File: src/rtl/mod_div_fast_if.sv
// mod_div_fast_if: start/operand/result bundle for the multi-step divider
interface mod_div_fast_if #(parameter int WIDTH = 16);
    logic             start;
    logic [WIDTH-1:0] n;
    logic [WIDTH-1:0] d;
    logic             ready;
    logic             done;
    logic [WIDTH-1:0] remain;
    logic [WIDTH-1:0] quot;
    logic             err;
    modport master (output start, n, d, input ready, done, remain, quot, err);
    modport slave  (input start, n, d, output ready, done, remain, quot, err);
endinterface

File: src/rtl/mod_div_fast.sv
// mod_div_fast: divider removing up to K divisor multiples per cycle
module mod_div_fast #(
    parameter int WIDTH = 16,
    parameter int K     = 5
) (
    input logic          clk,
    input logic          rst,
    mod_div_fast_if.slave bus
);
    localparam int PW = WIDTH + 4;
    localparam logic [3:0] KL = 4'(K);
    typedef enum logic [1:0] {IDLE, OP, DONE} state_t;
    state_t           state, nxt;
    logic [WIDTH-1:0] temp, div, quot;
    logic             err;
    logic [3:0]       j;
    logic [WIDTH-1:0] jdiv;
    // Pick the largest multiple count that still fits; products are kept wide so nothing wraps
    always_comb begin
        j = '0;
        for (int m = 1; m <= K; m++)
            if (PW'(m) * {4'b0, div} <= {4'b0, temp}) j = 4'(m);
        jdiv = WIDTH'({{(PW-4){1'b0}}, j} * {4'b0, div});
    end
    // Next-state: a short step (j<K) means the remainder is below div and we are finished
    always_comb begin
        nxt = state;
        if (state == IDLE && bus.start) nxt = (bus.d != '0) ? OP : DONE;
        else if (state == OP && j < KL) nxt = DONE;
        else if (state == DONE) nxt = IDLE;
    end
    // State and datapath registers; divide-by-zero preloads the error result directly
    always_ff @(posedge clk) begin
        if (rst) begin
            state <= IDLE;
            temp  <= '0;
            div   <= '0;
            quot  <= '0;
            err   <= 1'b0;
        end else begin
            state <= nxt;
            if (state == IDLE && bus.start) begin
                temp <= bus.n;
                div  <= bus.d;
                quot <= (bus.d == '0) ? '1 : '0;
                err  <= (bus.d == '0);
            end else if (state == OP) begin
                temp <= temp - jdiv;
                quot <= quot + WIDTH'(j);
            end
        end
    end
    assign bus.ready  = (state == IDLE);
    assign bus.done   = (state == DONE);
    assign bus.remain = temp;
    assign bus.quot   = quot;
    assign bus.err    = err;
endmodule

File: src/flat_wrapper.sv
// flat-port wrapper written by rule: the top's interface ports become plain ports
module mod_div_fast_flat 
#(
    parameter int WIDTH = 16,
    parameter int K     = 5
)
  (clk, rst, bus_start, bus_n, bus_d, bus_ready, bus_done, bus_remain, bus_quot, bus_err);
  mod_div_fast_if #(.WIDTH(WIDTH)) bus_i ();
  input logic clk;
  input logic rst;
  input wire logic [$bits(bus_i.start)-1:0] bus_start;
  input wire logic [$bits(bus_i.n)-1:0] bus_n;
  input wire logic [$bits(bus_i.d)-1:0] bus_d;
  output wire logic [$bits(bus_i.ready)-1:0] bus_ready;
  output wire logic [$bits(bus_i.done)-1:0] bus_done;
  output wire logic [$bits(bus_i.remain)-1:0] bus_remain;
  output wire logic [$bits(bus_i.quot)-1:0] bus_quot;
  output wire logic [$bits(bus_i.err)-1:0] bus_err;
  assign bus_i.start = bus_start;
  assign bus_i.n = bus_n;
  assign bus_i.d = bus_d;
  assign bus_ready = bus_i.ready;
  assign bus_done = bus_i.done;
  assign bus_remain = bus_i.remain;
  assign bus_quot = bus_i.quot;
  assign bus_err = bus_i.err;
  mod_div_fast #(.WIDTH(WIDTH), .K(K)) u_core (.clk(clk), .rst(rst), .bus(bus_i));
endmodule
File: config.mk
export PLATFORM = sky130hd
export DESIGN_NAME = mod_div_fast_flat
export DESIGN_NICKNAME = d
export VERILOG_FILES = /design/src/rtl/mod_div_fast_if.sv /design/src/rtl/mod_div_fast.sv /design/src/flat_wrapper.sv
export SDC_FILE = /design/constraint.sdc
export NUM_CORES = 1
export LEC_CHECK = 0
export CORE_ASPECT_RATIO = 0.5
export CORE_MARGIN = 2
export CORE_UTILIZATION = 25
export CTS_CLUSTER_DIAMETER = 60
export DETAILED_ROUTE_END_ITERATION = 6
export DONT_BUFFER_PORTS = 1
export GPL_ROUTABILITY_DRIVEN = 0
export MAX_ROUTING_LAYER = met4
export SLEW_MARGIN = 10
export SYNTH_ARGS = -nofsm -noshare
export SYNTH_HDL_FRONTEND = slang
export SYNTH_SLANG_ARGS = --single-unit
File: constraint.sdc
create_clock -name clk -period 23 [get_ports clk]
set_input_delay 6.9 -clock clk [delete_from_list [all_inputs] [get_ports clk]]
set_output_delay 6.9 -clock clk [all_outputs]
set_load 0.05 [all_outputs]
* Word-level counts from Yosys, hierarchy flattened
Cells that the tools add are included.
Word-level totals: register bits after elaboration 51, input port bits 35, output and inout bits 35, word-level logic and storage cells 39
Operators by class: add/subtract/negate cells 2, muxes and demuxes 14, reductions and logical operators 7, eq/ne operators 2, magnitude comparators 6, multiply operators 3
Operator list (number):
- $mux 16 | 5
- $le 18x16->1 | 2
- $le 19x16->1 | 1
- $mul 3x16->19 const A | 1
- $mul 2x16->18 const A | 1
- $le 17x16->1 | 1
- $add 16x3->16 | 1
- $le 16x16->1 | 1
- $logic_not 16->1 | 1
- $mul 3x16->16 | 1
- $reduce_bool 16->1 | 1
- $sub 16x16->16 | 1
- $mux 2 | 6
- $mux 3 | 2
- $lt 3x3->1 const B | 1
- $reduce_bool 3->1 | 1
- $eq 2x1->1 const B | 1
- $eq 2x2->1 const B | 1
- $logic_and 1x1->1 | 2
- $logic_not 2->1 | 1
- $reduce_bool 2->1 | 1
- $mux 1 | 1

* Depth between registers and ports, before layout
Gate-level depths: netlist of run 1.
word-level depth 10, gate-level depth with buffers 40, depth with buffers taken out 39

* Worst setup path before layout of run 1
OpenSTA, ideal clock, no wires.
path type input port to flip-flop, from input bus_d[3], to register u_core.quot[10] (netlist: u_core.bus.quot[10]), path buffers 1, setup slack 14.906 ns, arrival time 8.028 ns, stages 8, required time 22.934 ns, path through nor4_1 > nand4_1 > nor2_1 > clkbuf_1 > a21oi_1 > nor2_1 > a21oi_1 > nor2_1
Between the ends: longest elaborated chain between the ends 3
Ends and longest elaborated chain:
- from (decl) | line flat_wrapper.sv:13 | input wire logic [$bits(bus_i.d)-1:0] bus_d;
- $logic_not 16->1 | line mod_div_fast.sv:45 | quot <= (bus.d == '0) ? '1 : '0;
- $mux 16 | line mod_div_fast.sv:45
- $mux 16 | line mod_div_fast.sv:42 | if (state == IDLE && bus.start) begin
- to (signal assigned) | line mod_div_fast.sv:45
- to (signal assigned) | line mod_div_fast.sv:49 | quot <= quot + WIDTH'(j);
- to (decl) | line mod_div_fast.sv:14 | logic [WIDTH-1:0] temp, div, quot;
Every way passes these cells. A chain may end at the register's enable or synchronous reset.

* Worst setup path after layout of run 1
from register u_core.div[5], to register u_core.temp[14] (netlist: u_core.bus.remain[14])
Between the ends: longest elaborated chain between the ends 10, elaborated cells on any way between the ends 16, classes of those cells add/sub: 1; mul: 3; order compare: 5; mux: 7
Ends and longest elaborated chain:
- from (decl) | line mod_div_fast.sv:14
- from (signal assigned) | line mod_div_fast.sv:44 | div <= bus.d;
- parallel branches: the longest is 6 deep, another holds $mul 2x16->18
- $mul 3x16->16 * | line mod_div_fast.sv:23 | jdiv = WIDTH'({{(PW-4){1'b0}}, j} * {4'b0, div});
- $sub 16x16->16 * | line mod_div_fast.sv:48 | temp <= temp - jdiv;
- $mux 16 * | line mod_div_fast.sv:47 | end else if (state == OP) begin
- $mux 16 * | line mod_div_fast.sv:42
- to (signal assigned) | line mod_div_fast.sv:43 | temp <= bus.n;
- to (signal assigned) | line mod_div_fast.sv:48
- to (decl) | line mod_div_fast.sv:14
Mark *: on every way between the ends. The select of a mux whose other input is x is not followed.

==> impl_metrics.py, run 1 <==
metrics = {
    "floorplanning": {
        "rows": 44,
        "floorplan.die.width_um": 246,
        "initial_core_util_pct": 25.4,
        "core_region_area_um2": 28900,
        "floorplan.io_pins": 70,
        "floorplan.die_area_um2": 30800,
        "die_height_um": 125,
    },
    "logic_synthesis": {
        "synth_cells": 953,
        "synth.distinct_cells": 68,
        "synth-simple-area-share_pct": 19.6,
        "ys_async_sr_fraction_pct": 0,
        "synth_ff_type": "sky130_fd_sc_hd__dfxtp_1",
        "syn_nets": 1157,
        "synth_fa_ha_area_share_pct": 31.8,
        "synth_seq_area_share_pct": 13.9,
        "synth-compound-area-share_pct": 23.6,
        "yosys.area.top_type": "sky130_fd_sc_hd__ha_1",
        "synth_top_cell_area_share_pct": 23.9,
        "synth_area_per_inst_um2": 7.70,
        "combinational_family_with_the_most_area_after_synthesis": "adder cells",
        "synth-seq-cells": 51,
        "synth_mux_area_share_pct": 0.273,
        "synth_enable_flop_cells": 0,
        "yosys-top-cells-area": "sky130_fd_sc_hd__ha_1 24%, sky130_fd_sc_hd__dfxtp_1 14%, sky130_fd_sc_hd__a21oi_1 8.1%, sky130_fd_sc_hd__fa_1 7.9%, sky130_fd_sc_hd__nand2_1 5.8%",
        "count_of_yosys_warnings_during_synthesis": 0,
        "yosys.area_share.xor_xnor_pct": 4.66,
        "netlist_area_um2": 7330,
    },
    "route": {
        "route.antenna.remaining_nets": 0,
        "wire_per_inst_um": 16.9,
        "wire_length_reported_by_the_detailed_router_um": 22400,
        "drc": 0,
        "drt_iter0_markers": 392,
        "drt_pass1_iterations": 4,
        "dr_total_vias": 7008,
        "detail_route.vias_per_cell": 5.29,
    },
    "final_layout": {
        "layout-drive-gt1-share_pct": 2.67,
        "layout.nets": 1138,
        "n_antenna_cell": 0,
        "flow.area_growth_from_synthesis_pct": 7.39,
    },
    "setup_path": {
        "timing.critical_path.slowest_stage_cell": "sky130_fd_sc_hd__nor2_1",
        "worstPathArrival_ns": 9.84,
        "crit_path_required_time_ns": 23.21,
        "path_max_fanout": 17,
        "worst_path_most_repeated_cell": "sky130_fd_sc_hd__ha_1",
        "critical_path.startpoint_type": "flip-flop",
        "path_class": "flip-flop to flip-flop",
        "max_stage_delay_ns": 1.01,
        "timing.critical_path.to_type": "flip-flop",
    },
    "grt": {
        "globalRoute.totalOverflow": 0,
        "gr-usage-all-layers_pct": 15.0,
        "antenna_found_initial": 0,
        "first_global_vias": 6864,
        "grt_max_degree": 59,
        "grt_first_pass_wirelength_um": 36100,
    },
    "min_path": {
        "timing.hold.worst.class": "flip-flop to flip-flop",
    },
    "clock_network": {
        "hold_buffers": 0,
        "cts.htree.levels": 2,
        "tritoncts_buffers": 5,
        "cts_tree": "done",
        "ctsLongestPathBuffers": 2,
        "cts_setup_buffers": 0,
        "clk_latency_worst_skew_pair_ns": 0.31,
        "cts.sinks": 51,
        "cts_root_buf": "sky130_fd_sc_hd__clkbuf_16",
        "path_clk_slew_ns": 0.07,
        "cts.repair.resized": 0,
    },
    "power": {
        "ir_drop_v": 0.0000549,
        "post-layout-total-power_w": 0.000992,
        "power_per_cell_area_nw_per_um2": 126,
        "cellLeakagePower_nw": 3.55,
    },
    "timing": {
        "final_period_util_pct": 41.9,
        "report.final.setup_viol": 0,
        "timing.setup.tns_ns": 0,
        "fin_crit_ns": 9.64,
        "skew_ns": 0.0122,
        "worst-slew-pin-transition_ns": 1.28,
        "max_freq_ghz": 0.104,
        "final_hold_viols": 0,
        "timing.max_slew.rel_slack_pct": 14.2,
        "setup_repair_after_global_routing_missed_its_margin": "no",
        "report.final.slew_viol_count": 0,
    },
    "run": {
        "maxCapViolations": 0,
    },
    "run_status": {
        "outcome": "completed",
    },
    "placement": {
        "detailedPlacementHpwl_um": 17500,
        "place.port_buffers": 0,
    },
}
[metrics by stage]
step                hold slack, ns  instance area [µm²]  std cells  util [%]  setup WS, ns
global placement             0.566                 7730       1318      26.7         13.66
detailed placement           0.583                 7730       1318      26.7         13.45
floorplan                    0.523                 7330        953         -         14.91
finish                       0.602                 7880       1326      27.3         13.36
global route                 0.650                 7880       1326      27.3         12.59
CTS                          0.595                 7880       1326      27.3         13.42
[cells in the mapped netlist, drive strengths merged, types with 6 or more instances]
library cell,number
xor2,12
nand2,114
a211oi,19
a21o,20
nor2b,11
o21bai,8
a221oi,9
clkbuf,23
and3,11
nor2,65
nand3,24
dfxtp,51
o22ai,6
nand4,22
xnor2,27
nand2b,6
o211ai,7
inv,93
fa,29
nor3,25
o21ai,40
a21oi,120
ha,140
[state kept, by name, summed over array words and instances (netlist names)]
name               count
u_core.state           2
u_core.bus.quot       16
u_core.bus.err         1
u_core.div            16
u_core.bus.remain     16
[cell families after synthesis]
kind of cell,after synthesis
mux,2
compound gates,269
flops,51
simple gates,302
xor+xnor,39
fa+ha+maj,169
buf+inv,121
[worst paths after layout]
check,slack (ns),endpoint,startpoint,depth (start not counted)
max reg2reg,13.36,u_core.bus.remain[14]$_SDFFE_PP0P_,u_core.div[5]$_SDFFE_PP0P_,37
max,13.36,u_core.bus.remain[14]$_SDFFE_PP0P_,u_core.div[5]$_SDFFE_PP0P_,37
min reg2reg,0.60,u_core.state[0]$_SDFFE_PP0P_,u_core.state[0]$_SDFFE_PP0P_,2
min,0.60,u_core.state[0]$_SDFFE_PP0P_,u_core.state[0]$_SDFFE_PP0P_,2
[metal layers]
| metal | vias to the layer above | track usage (%) | part of all wire (%) |
|---|---|---|---|
| li1 | 3383 | - | - |
| met2 | 163 | 26.1 | 50 |
| met1 | 3425 | 17.5 | 43 |
| met3 | 37 | 2.02 | 4.3 |
| met4 | 0 | 5.38 | 2.9 |
| met5 | - | - | 0 |
[cell type report]
type                            instances  area (µm²)
Clock buffer                            6         129
Sequential cell                        51        1020
Inverter                               94         353
Clock inverter                          2        16.3
Timing Repair Buffer                    1        7.51
Fill cell                            3114       21000
Multi-Input combinational cell        781        5860
Tap cell                              391         489
[report_power, final]
group / switching (W) / total (W) / internal (W)
combinational: 0.000441 / 0.000727 / 0.000286
sequential: 0.0000805 / 0.000187 / 0.000106
clock: 0.0000376 / 0.0000785 / 0.0000409
total: 0.000559 / 0.000992 / 0.000433
[placed cells by master, fill, tap and decap left out, drive strengths merged, types with 3 or more instances in the layout]
cell      n
ha      140
a21oi   120
nand2   114
inv      94
nor2     65
dfxtp    51
o21ai    40
fa       29
xnor2    27
nor3     25
nand3    24
nand4    22
a21o     20
a211oi   19
xor2     12
nor2b    11
and3     11
a221oi    9
o21bai    8
o211ai    7
nand2b    6
o22ai     6
clkbuf    6
nor4      5
o21a      4
o31a      4
o31ai     4
nor3b     3
or2       3
a21boi    3
or3       3
a31oi     3
[critical path: cells and delay by family (launching register included)]
kind / cells / cell delay, ns
AO/OA/AOI/OAI: 15 / 2.92
XOR/XNOR: 2 / 0.29
buffers and inverters: 2 / 0.09
adder cells (fa/ha/maj): 6 / 2.36
AND/OR/NAND/NOR: 12 / 3.09
flip-flops: 1 / 0.76
Power figures use the tool's default switching activity.
==> run 2: changes to the inputs <==
==> constraint.sdc (replaced) <==
create_clock -name clk -period 9.6 [get_ports clk]
set_input_delay 2.88 -clock clk [delete_from_list [all_inputs] [get_ports clk]]
set_output_delay 2.88 -clock clk [all_outputs]
set_load 0.05 [all_outputs]
==> impl_metrics.py, run 2 (same netlist as run 1, synthesis figures left out) <==
metrics = {
    "timing": {
        "report.final.slew_viol_count": 0,
        "worst-slew-pin-transition_ns": 1.08,
        "setup_repair_after_global_routing_missed_its_margin": "no",
        "final_period_util_pct": 91.0,
        "report.final.setup_viol": 0,
        "max_freq_ghz": 0.114,
        "timing.max_slew.rel_slack_pct": 27.8,
        "final_hold_viols": 0,
        "fin_crit_ns": 8.74,
        "timing.setup.tns_ns": 0,
        "skew_ns": 0.0132,
    },
    "route": {
        "detail_route.vias_per_cell": 5.25,
        "wire_per_inst_um": 16.5,
        "wire_length_reported_by_the_detailed_router_um": 22000,
        "drt_iter0_markers": 388,
        "dr_total_vias": 7004,
        "drt_pass1_iterations": 6,
        "drc": 0,
        "route.antenna.remaining_nets": 0,
    },
    "clock_network": {
        "cts.sinks": 51,
        "path_clk_slew_ns": 0.07,
        "ctsLongestPathBuffers": 2,
        "clk_latency_worst_skew_pair_ns": 0.31,
        "cts_tree": "done",
        "cts_root_buf": "sky130_fd_sc_hd__clkbuf_16",
        "tritoncts_buffers": 5,
        "cts.htree.levels": 2,
    },
    "floorplanning": {
        "initial_core_util_pct": 25.4,
        "floorplan.io_pins": 70,
        "rows": 44,
        "core_region_area_um2": 28900,
        "floorplan.die_area_um2": 30800,
        "die_height_um": 125,
        "floorplan.die.width_um": 246,
    },
    "run_status": {
        "outcome": "completed",
    },
    "power": {
        "ir_drop_v": 0.000157,
        "power.sequential.fraction_pct": 18.4,
        "power.share.combinational_pct": 73.6,
        "cellLeakagePower_nw": 3.59,
        "power.internal_w": 0.00105,
        "share_clk_of_total_power_pct": 7.9,
        "power_per_cell_area_nw_per_um2": 298,
        "switchingPower_w": 0.00132,
        "switching_share_pct": 55.8,
    },
    "setup_path": {
        "crit_path_required_time_ns": 9.80,
        "timing.critical_path.slowest_stage_cell": "sky130_fd_sc_hd__dfxtp_1",
        "path_max_fanout": 17,
        "worst_path_dominant_cell_family": "compound AO/OA/AOI/OAI gates",
        "cp_num_buf_inv": 2,
        "max_stage_delay_ns": 0.53,
        "path_class": "flip-flop to flip-flop",
        "critical_path.startpoint_type": "flip-flop",
        "worstPathArrival_ns": 8.95,
        "timing.critical_path.to_type": "flip-flop",
    },
    "placement": {
        "detailedPlacementHpwl_um": 17400,
        "place.port_buffers": 0,
        "place.detailed.instances": 1325,
    },
    "min_path": {
        "timing.hold.worst.class": "flip-flop to flip-flop",
    },
    "final_layout": {
        "most_common_cell_after_layout_fill_and_taps_aside": "sky130_fd_sc_hd__ha_1",
        "most-common-layout-cells": "140 x sky130_fd_sc_hd__ha_1, 119 x sky130_fd_sc_hd__a21oi_1, 113 x sky130_fd_sc_hd__nand2_1, 93 x sky130_fd_sc_hd__inv_1, 64 x sky130_fd_sc_hd__nor2_1",
        "layout.cells.non_filler": 1333,
        "layout.nets": 1145,
        "fill_cells": 3126,
        "n_antenna_cell": 0,
        "layout-drive-gt1-share_pct": 3.72,
        "flow.area_growth_from_synthesis_pct": 8.19,
    },
    "grt": {
        "antenna_found_initial": 0,
        "first_global_vias": 6925,
        "globalRoute.totalOverflow": 0,
        "grt_first_pass_wirelength_um": 35700,
        "gr-usage-all-layers_pct": 14.8,
        "grt_max_degree": 59,
    },
    "run": {
        "maxCapViolations": 0,
    },
}
[run 2: final cells by class]
cell class | count | area (µm²) | area share [%]
clock inverters | 2 | 16.3 | 0.205
repair buffers | 8 | 60.1 | 0.757
inverters | 94 | 353 | 4.45
well taps | 391 | 489 | 6.17
clock buffers | 6 | 129 | 1.62
flip-flops and latches | 51 | 1020 | 12.9
multi-input cells | 781 | 5870 | 73.9
[run 2: stage by stage]
step	worst slack (ns)	util [%]	instance area [µm²]	total power (W)	hold slack, ns
floorplan	1.80	-	7330	0.00175	0.523
finish	0.859	27.5	7940	0.00236	0.569
detailed placement	0.774	26.9	7780	0.00217	0.587
CTS	0.735	27.4	7930	0.00236	0.598
global route	0.0365	27.5	7940	0.00260	0.607
global placement	1.11	26.9	7780	0.00212	0.573
[run 2: final timing paths]
path         cells past startpoint                                 end  slack (ns)                       start
max                             39  u_core.bus.remain[14]$_SDFFE_PP0P_        0.86  u_core.div[1]$_SDFFE_PP0P_
min                              2          u_core.div[2]$_SDFFE_PP0P_        0.57  u_core.div[2]$_SDFFE_PP0P_
max reg2reg                     39  u_core.bus.remain[14]$_SDFFE_PP0P_        0.86  u_core.div[1]$_SDFFE_PP0P_
min reg2reg                      2          u_core.div[2]$_SDFFE_PP0P_        0.57  u_core.div[2]$_SDFFE_PP0P_
[run 2: power groups by stage]
stage	clock network, W	registers (W)	logic, W
6_report	0.000187	0.000436	0.00174
5_1_grt	0.000197	0.000443	0.00196
4_1_cts	0.000191	0.000437	0.00173
3_5_place_dp	0	0.000442	0.00172
3_3_place_gp	0	0.000441	0.00168
2_1_floorplan	0	0.000415	0.00133
[run 2: routing by layer]
metal | part of all wire, % | track usage, %
met3 | 4.6 | 1.95
met1 | 44 | 17.4
met5 | 0 | -
met2 | 48 | 25.4
met4 | 3.2 | 5.88
[run 2: timing repair]
action	CTS	global route
gates resized for setup	0	2
endpoints found under the setup margin	0	2
endpoints found under the hold margin	0	0
buffers inserted	0	0
hold buffers	0	0
[run 2: worst min-delay path, stage by stage, from the launching register on]
cell and delay, ns:
sky130_fd_sc_hd__dfxtp_2 0.40, sky130_fd_sc_hd__nand2_1 0.08, sky130_fd_sc_hd__a21oi_1 0.06
